### src/rtl/cache_arbiter_if.sv
// Bundle of the I-cache, D-cache and memory-side line signals around cache_arbiter.
// The slave view belongs to the arbiter; the master view belongs to the caches/memory.
interface cache_arbiter_if #(
    parameter int ADDR_W = 16,
    parameter int LINE_W = 128
);
    logic              i_pmem_read;
    logic [ADDR_W-1:0] i_pmem_addr;
    logic [LINE_W-1:0] i_pmem_rdata;
    logic              i_pmem_resp;
    logic              d_pmem_read;
    logic              d_pmem_write;
    logic [ADDR_W-1:0] d_pmem_addr;
    logic [LINE_W-1:0] d_pmem_wdata;
    logic [LINE_W-1:0] d_pmem_rdata;
    logic              d_pmem_resp;
    logic              pmem_read;
    logic              pmem_write;
    logic [ADDR_W-1:0] pmem_addr;
    logic [LINE_W-1:0] pmem_wdata;
    logic [LINE_W-1:0] pmem_rdata;
    logic              pmem_resp;
    logic [15:0]       i_count;
    logic [15:0]       d_count;

    modport slave (
        input  i_pmem_read, i_pmem_addr, d_pmem_read, d_pmem_write, d_pmem_addr,
               d_pmem_wdata, pmem_rdata, pmem_resp,
        output i_pmem_rdata, i_pmem_resp, d_pmem_rdata, d_pmem_resp,
               pmem_read, pmem_write, pmem_addr, pmem_wdata, i_count, d_count
    );

    modport master (
        output i_pmem_read, i_pmem_addr, d_pmem_read, d_pmem_write, d_pmem_addr,
               d_pmem_wdata, pmem_rdata, pmem_resp,
        input  i_pmem_rdata, i_pmem_resp, d_pmem_rdata, d_pmem_resp,
               pmem_read, pmem_write, pmem_addr, pmem_wdata, i_count, d_count
    );
endinterface

### src/rtl/cache_arbiter.sv
// Serializes I-cache fills and D-cache fills/write-backs onto one memory line port,
// alternating priority on contention, with saturating per-side completion counters.
module cache_arbiter #(
    parameter int ADDR_W = 16,
    parameter int LINE_W = 128,
    parameter int OFF_W  = 4
) (
    input  logic            clk,
    input  logic            rst_n,
    cache_arbiter_if.slave  bus
);
    typedef enum logic [1:0] {IDLE = 2'd0, SERVE_I = 2'd1, SERVE_D = 2'd2} state_t;

    state_t      r_state, w_next;
    logic        r_last_grant;
    logic [15:0] r_i_count, r_d_count;

    logic w_i_req, w_d_req, w_i_done, w_d_done;
    logic w_unused;

    assign w_i_req  = bus.i_pmem_read;
    assign w_d_req  = bus.d_pmem_read | bus.d_pmem_write;
    assign w_i_done = (r_state == SERVE_I) & bus.pmem_resp;
    assign w_d_done = (r_state == SERVE_D) & bus.pmem_resp;
    assign w_unused = ^{bus.i_pmem_addr[OFF_W-1:0], bus.d_pmem_addr[OFF_W-1:0]};

    always_ff @(posedge clk or negedge rst_n) begin
        if (!rst_n) begin
            r_state      <= IDLE;
            r_last_grant <= 1'b1;
            r_i_count    <= '0;
            r_d_count    <= '0;
        end else begin
            r_state <= w_next;
            if (w_i_done) begin
                r_last_grant <= 1'b0;
                if (r_i_count != 16'hFFFF) r_i_count <= r_i_count + 16'd1;
            end
            if (w_d_done) begin
                r_last_grant <= 1'b1;
                if (r_d_count != 16'hFFFF) r_d_count <= r_d_count + 16'd1;
            end
        end
    end

    // A tie goes to whichever side was not served last.
    always_comb begin
        w_next = r_state;
        case (r_state)
            IDLE: begin
                if (w_i_req && w_d_req) w_next = r_last_grant ? SERVE_I : SERVE_D;
                else if (w_i_req)       w_next = SERVE_I;
                else if (w_d_req)       w_next = SERVE_D;
            end
            SERVE_I: if (bus.pmem_resp) w_next = IDLE;
            SERVE_D: if (bus.pmem_resp) w_next = IDLE;
            default: w_next = IDLE;
        endcase
    end

    always_comb begin
        bus.pmem_read  = 1'b0;
        bus.pmem_write = 1'b0;
        bus.pmem_addr  = '0;
        bus.pmem_wdata = '0;
        case (r_state)
            SERVE_I: begin
                bus.pmem_read = 1'b1;
                bus.pmem_addr = {bus.i_pmem_addr[ADDR_W-1:OFF_W], {OFF_W{1'b0}}};
            end
            SERVE_D: begin
                // Write wins if a malformed request asserts both.
                bus.pmem_read  = bus.d_pmem_read & ~bus.d_pmem_write;
                bus.pmem_write = bus.d_pmem_write;
                bus.pmem_addr  = {bus.d_pmem_addr[ADDR_W-1:OFF_W], {OFF_W{1'b0}}};
                bus.pmem_wdata = bus.d_pmem_wdata;
            end
            default: ;
        endcase
    end

    assign bus.i_pmem_resp  = w_i_done;
    assign bus.d_pmem_resp  = w_d_done;
    assign bus.i_pmem_rdata = bus.pmem_rdata;
    assign bus.d_pmem_rdata = bus.pmem_rdata;
    assign bus.i_count      = r_i_count;
    assign bus.d_count      = r_d_count;
endmodule

### src/flat_wrapper.sv
// flat-port wrapper written by rule: the top's interface ports become plain ports
module cache_arbiter_flat 
#(
    parameter int ADDR_W = 16,
    parameter int LINE_W = 128,
    parameter int OFF_W  = 4
)
  (clk, rst_n, bus_i_pmem_read, bus_i_pmem_addr, bus_d_pmem_read, bus_d_pmem_write, bus_d_pmem_addr, bus_d_pmem_wdata, bus_pmem_rdata, bus_pmem_resp, bus_i_pmem_rdata, bus_i_pmem_resp, bus_d_pmem_rdata, bus_d_pmem_resp, bus_pmem_read, bus_pmem_write, bus_pmem_addr, bus_pmem_wdata, bus_i_count, bus_d_count);
  cache_arbiter_if #(.ADDR_W(ADDR_W), .LINE_W(LINE_W)) bus_i ();
  input  logic clk;
  input  logic rst_n;
  input wire logic [$bits(bus_i.i_pmem_read)-1:0] bus_i_pmem_read;
  input wire logic [$bits(bus_i.i_pmem_addr)-1:0] bus_i_pmem_addr;
  input wire logic [$bits(bus_i.d_pmem_read)-1:0] bus_d_pmem_read;
  input wire logic [$bits(bus_i.d_pmem_write)-1:0] bus_d_pmem_write;
  input wire logic [$bits(bus_i.d_pmem_addr)-1:0] bus_d_pmem_addr;
  input wire logic [$bits(bus_i.d_pmem_wdata)-1:0] bus_d_pmem_wdata;
  input wire logic [$bits(bus_i.pmem_rdata)-1:0] bus_pmem_rdata;
  input wire logic [$bits(bus_i.pmem_resp)-1:0] bus_pmem_resp;
  output wire logic [$bits(bus_i.i_pmem_rdata)-1:0] bus_i_pmem_rdata;
  output wire logic [$bits(bus_i.i_pmem_resp)-1:0] bus_i_pmem_resp;
  output wire logic [$bits(bus_i.d_pmem_rdata)-1:0] bus_d_pmem_rdata;
  output wire logic [$bits(bus_i.d_pmem_resp)-1:0] bus_d_pmem_resp;
  output wire logic [$bits(bus_i.pmem_read)-1:0] bus_pmem_read;
  output wire logic [$bits(bus_i.pmem_write)-1:0] bus_pmem_write;
  output wire logic [$bits(bus_i.pmem_addr)-1:0] bus_pmem_addr;
  output wire logic [$bits(bus_i.pmem_wdata)-1:0] bus_pmem_wdata;
  output wire logic [$bits(bus_i.i_count)-1:0] bus_i_count;
  output wire logic [$bits(bus_i.d_count)-1:0] bus_d_count;
  assign bus_i.i_pmem_read = bus_i_pmem_read;
  assign bus_i.i_pmem_addr = bus_i_pmem_addr;
  assign bus_i.d_pmem_read = bus_d_pmem_read;
  assign bus_i.d_pmem_write = bus_d_pmem_write;
  assign bus_i.d_pmem_addr = bus_d_pmem_addr;
  assign bus_i.d_pmem_wdata = bus_d_pmem_wdata;
  assign bus_i.pmem_rdata = bus_pmem_rdata;
  assign bus_i.pmem_resp = bus_pmem_resp;
  assign bus_i_pmem_rdata = bus_i.i_pmem_rdata;
  assign bus_i_pmem_resp = bus_i.i_pmem_resp;
  assign bus_d_pmem_rdata = bus_i.d_pmem_rdata;
  assign bus_d_pmem_resp = bus_i.d_pmem_resp;
  assign bus_pmem_read = bus_i.pmem_read;
  assign bus_pmem_write = bus_i.pmem_write;
  assign bus_pmem_addr = bus_i.pmem_addr;
  assign bus_pmem_wdata = bus_i.pmem_wdata;
  assign bus_i_count = bus_i.i_count;
  assign bus_d_count = bus_i.d_count;
  cache_arbiter #(.ADDR_W(ADDR_W), .LINE_W(LINE_W), .OFF_W(OFF_W)) u_core (.clk(clk), .rst_n(rst_n), .bus(bus_i));
endmodule
### config.mk
export PLATFORM = sky130hd
export DESIGN_NAME = cache_arbiter_flat
export DESIGN_NICKNAME = d
export VERILOG_FILES = /design/src/rtl/cache_arbiter_if.sv /design/src/rtl/cache_arbiter.sv /design/src/flat_wrapper.sv
export SDC_FILE = /design/constraint.sdc
export NUM_CORES = 1
export LEC_CHECK = 0
export CAP_MARGIN = 0
export CORE_AREA = 2 2 283 285
export CTS_CLUSTER_DIAMETER = 200
export CTS_CLUSTER_SIZE = 20
export DETAILED_ROUTE_END_ITERATION = 6
export DIE_AREA = 0 0 285 287
export PLACE_DENSITY = 0.3
export SLEW_MARGIN = 10
export SYNTH_ARGS = -nofsm -noshare
export SYNTH_HDL_FRONTEND = slang
export SYNTH_SLANG_ARGS = --single-unit
### constraint.sdc
create_clock -name clk -period 2 [get_ports clk]
set_input_delay 0.6 -clock clk [delete_from_list [all_inputs] [get_ports clk]]
set_output_delay 0.6 -clock clk [all_outputs]
set_load 0.005 [all_outputs]
==> results.json <==
{
  "gp_congestion": 0.776,
  "antenna_found_initial": 3,
  "hp-class": "in -> async",
  "p_comb_frac": 0.827,
  "syn_inst": 603,
  "max_freq_mhz": 421,
  "post-place-ws_ps": -646,
  "setup_viol": 142,
  "yosys.area_share.simple": 0.284,
  "grt_pass1_vias": 4964,
  "die_h_um": 287,
  "finClkSkew_ps": 3.33,
  "start_util": 0.0611,
  "fin_crit_ps": 2380,
  "yosysWarnings": 0,
  "regArea_um2": 882,
  "power_leakage_uw": 0.00390,
  "coreArea_mm2": 0.0786,
  "dp_cells": 1753,
  "p_int_uw": 6680,
  "grt_pass1_wl_um": 43100,
  "p_sw_uw": 3640,
  "end_kind": "output pin",
  "rsz0062_at_grt": "yes",
  "max_cap_violations": 0,
  "crit_path_cell_trace": "ha_4 > buf_12 > buf_6 > buf_8 > clkbuf_16 > and2_4 > buf_12",
  "cts.path.max_buffers": 2,
  "slew_viol_final": 0,
  "vias_per_cell": 2.49,
  "hpwl_um": 27800,
  "crit_type": "reg -> out",
  "synth_compound_area_frac": 0.0380,
  "worstSetupStartpointType": "register",
  "grt_overflow": 0,
  "clk_latency_ps": 300,
  "final_cells": 1810,
  "wl_um": 33400,
  "htree_levels": 2,
  "cp_common_cell": "buf_12",
  "p_clk_frac": 0.078,
  "synthXorXnorAreaFrac": 0.0438,
  "wl_per_cell_um": 18.5,
  "final_common_cell": "clkdlybuf4s50_1",
  "tritoncts": "built",
  "drt_pass1_iterations": 4,
  "grt_max_degree": 20,
  "seq_area_frac_synth": 0.183,
  "grt_usage": 0.0774,
  "cts_root_buf": "clkbuf_16",
  "synthArstFlopShare": 1.00,
  "max_stage_delay_ps": 450,
  "port_buffers": 333,
  "placementRows": 103,
  "worst_slack_ps": -376,
  "arrival_ps": 1780,
  "yosys-mux-area-fraction": 0.00755,
  "layout_common_cells": "186 x clkdlybuf4s50_1, 127 x and2_4, 115 x buf_6",
  "required_ps": 1400,
  "drc": 0,
  "switching_share": 0.353,
  "fin_crit_sh": 1.19,
  "vias": 4504,
  "clk_pin_slew_ps": 60,
  "pin_count": 730,
  "layout.nets": 1058,
  "violations": "setup timing",
  "crit_path_top_delay_cell": "dfrtp_2",
  "fillers": 8977,
  "yosysUniqueCellTypes": 43,
  "cp_max_fo": 6,
  "finalHoldViolCount": 0,
  "synth_top_family_by_area": "buffers and inverters",
  "synth_ff_type": "dfrtp_1",
  "peakVddDrop_mv": 0.424,
  "outcome": "finished with violations",
  "drt-initial-drc-count": 91,
  "area_delta_synth_final_pct": 101,
  "ant_nets": 0,
  "dieArea_mm2": 0.0818,
  "synth-edff-count": 0,
  "syn_area_per_cell_um2": 7.97,
  "cts.sinks": 35,
  "cts_made_buffers": 5,
  "seqPwrFrac": 0.096,
  "multiInputGateArea_mm2": 0.00241,
  "holdWs_ps": 261,
  "hold_buffers": 0,
  "ys_ff_latch": 35,
  "yosys.area_share.adder": 0.0156,
  "power.density_mw_per_mm2": 1070,
  "layout-drive-gt1-share": 0.549,
  "mappedNetlistArea_mm2": 0.00480,
  "die_x_um": 285
}
==> synthesized netlist by cell type (2+ instances only) <==
cell type	number	share of area
a21oi_1	3	0.0031
a22oi_1	12	0.019
and2_1	129	0.17
and3_1	4	0.0052
and4_1	2	0.0036
buf_4	260	0.41
clkbuf_1	19	0.015
dfrtp_1	34	0.18
ha_1	6	0.016
inv_1	8	0.0063
nand2_1	14	0.011
nand3_1	9	0.0094
nand3b_1	2	0.0031
nand4_1	11	0.014
nor2_1	8	0.0063
nor2b_1	12	0.016
nor3_1	8	0.0083
nor4_1	8	0.010
nor4_4	2	0.0089
o21ai_0	6	0.0063
o31ai_1	2	0.0031
xnor2_1	7	0.013
xor2_1	17	0.031
==> per-layer routing <==
layer / vias to the layer above / GRT usage / part of all wire
li1: 1967 / - / -
met1: 2027 / 0.0690 / 0.31
met5: - / 0.00814 / 0.0034
met4: 6 / 0.0351 / 0.048
met3: 111 / 0.0546 / 0.15
met2: 393 / 0.132 / 0.49
==> per-stage QoR <==
step | util | instance area [µm²] | power, µW | TNS, ps
floorplan | - | 4820 | 2850 | 0
global route | 0.123 | 9670 | 11100 | -45520
global placement | 0.104 | 8150 | 6850 | -52190
CTS | 0.119 | 9340 | 10300 | -45720
detailed placement | 0.104 | 8150 | 6820 | -51940
finish | 0.123 | 9670 | 10300 | -37280
==> worst max-delay path: cells and delay by family, from the launching register on <==
kind | cells | cell delay (ps)
adder cells (fa/ha/maj) | 1 | 200
buffers and inverters | 5 | 670
flip-flops | 1 | 450
AND/OR/NAND/NOR | 1 | 140
==> final cells by class <==
cell class / count / share of cell area
Sequential cell: 35 / 0.0912
Antenna cell: 1 / 0.000259
Tap cell: 1050 / 0.136
Timing Repair Buffer: 424 / 0.506
Clock inverter: 1 / 0.000517
Clock buffer: 7 / 0.0137
Inverter: 8 / 0.00336
Multi-Input combinational cell: 284 / 0.249
==> power groups by stage <==
stage / sequential (µW) / combinational (µW) / clock [µW]
6_report: 988 / 8530 / 803
3_5_place_dp: 990 / 5830 / 0
5_1_grt: 1010 / 9170 / 879
3_3_place_gp: 990 / 5860 / 0
2_1_floorplan: 989 / 1860 / 0
4_1_cts: 987 / 8470 / 848
==> final timing paths <==
| check | end | cells after the start | start | slack (ps) |
|---|---|---|---|---|
| min | u_core.bus.d_count[8] | 1 | rst_n | 260 |
| min reg2reg | u_core.r_last_grant | 2 | u_core.r_last_grant | 490 |
| min in group clk | u_core.r_last_grant | 2 | u_core.r_last_grant | 490 |
| max in group asynchronous | u_core.r_last_grant | 2 | rst_n | 1180 |
| max | bus_pmem_wdata[16] | 7 | u_core.r_state[1] | -380 |
| max reg2reg | u_core.bus.i_count[6] | 9 | u_core.r_state[1] | 120 |
==> sequential cells by signal, summed over array words and instances, names as in the netlist <==
register	flops
u_core.r_state	2
u_core.bus.i_count	16
u_core.bus.d_count	16
u_core.r_last_grant	1
==> logic make-up after synthesis <==
family,Yosys count
buffers and inverters,287
AND/OR/NAND/NOR,220
flip-flops,35
AO/OA/AOI/OAI,27
XOR/XNOR,24
adder cells (fa/ha/maj),6
multiplexers,3
other,1
==> timing repair <==
action | CTS | global route
setup buffers | 36 | 8
endpoints found under the setup margin | 161 | 158
pin swaps | 9 | 7
hold endpoints to repair | 0 | 0
cloned | 8 | 2
resized for setup | 702 | 78
(Power assumes the default switching activity.)
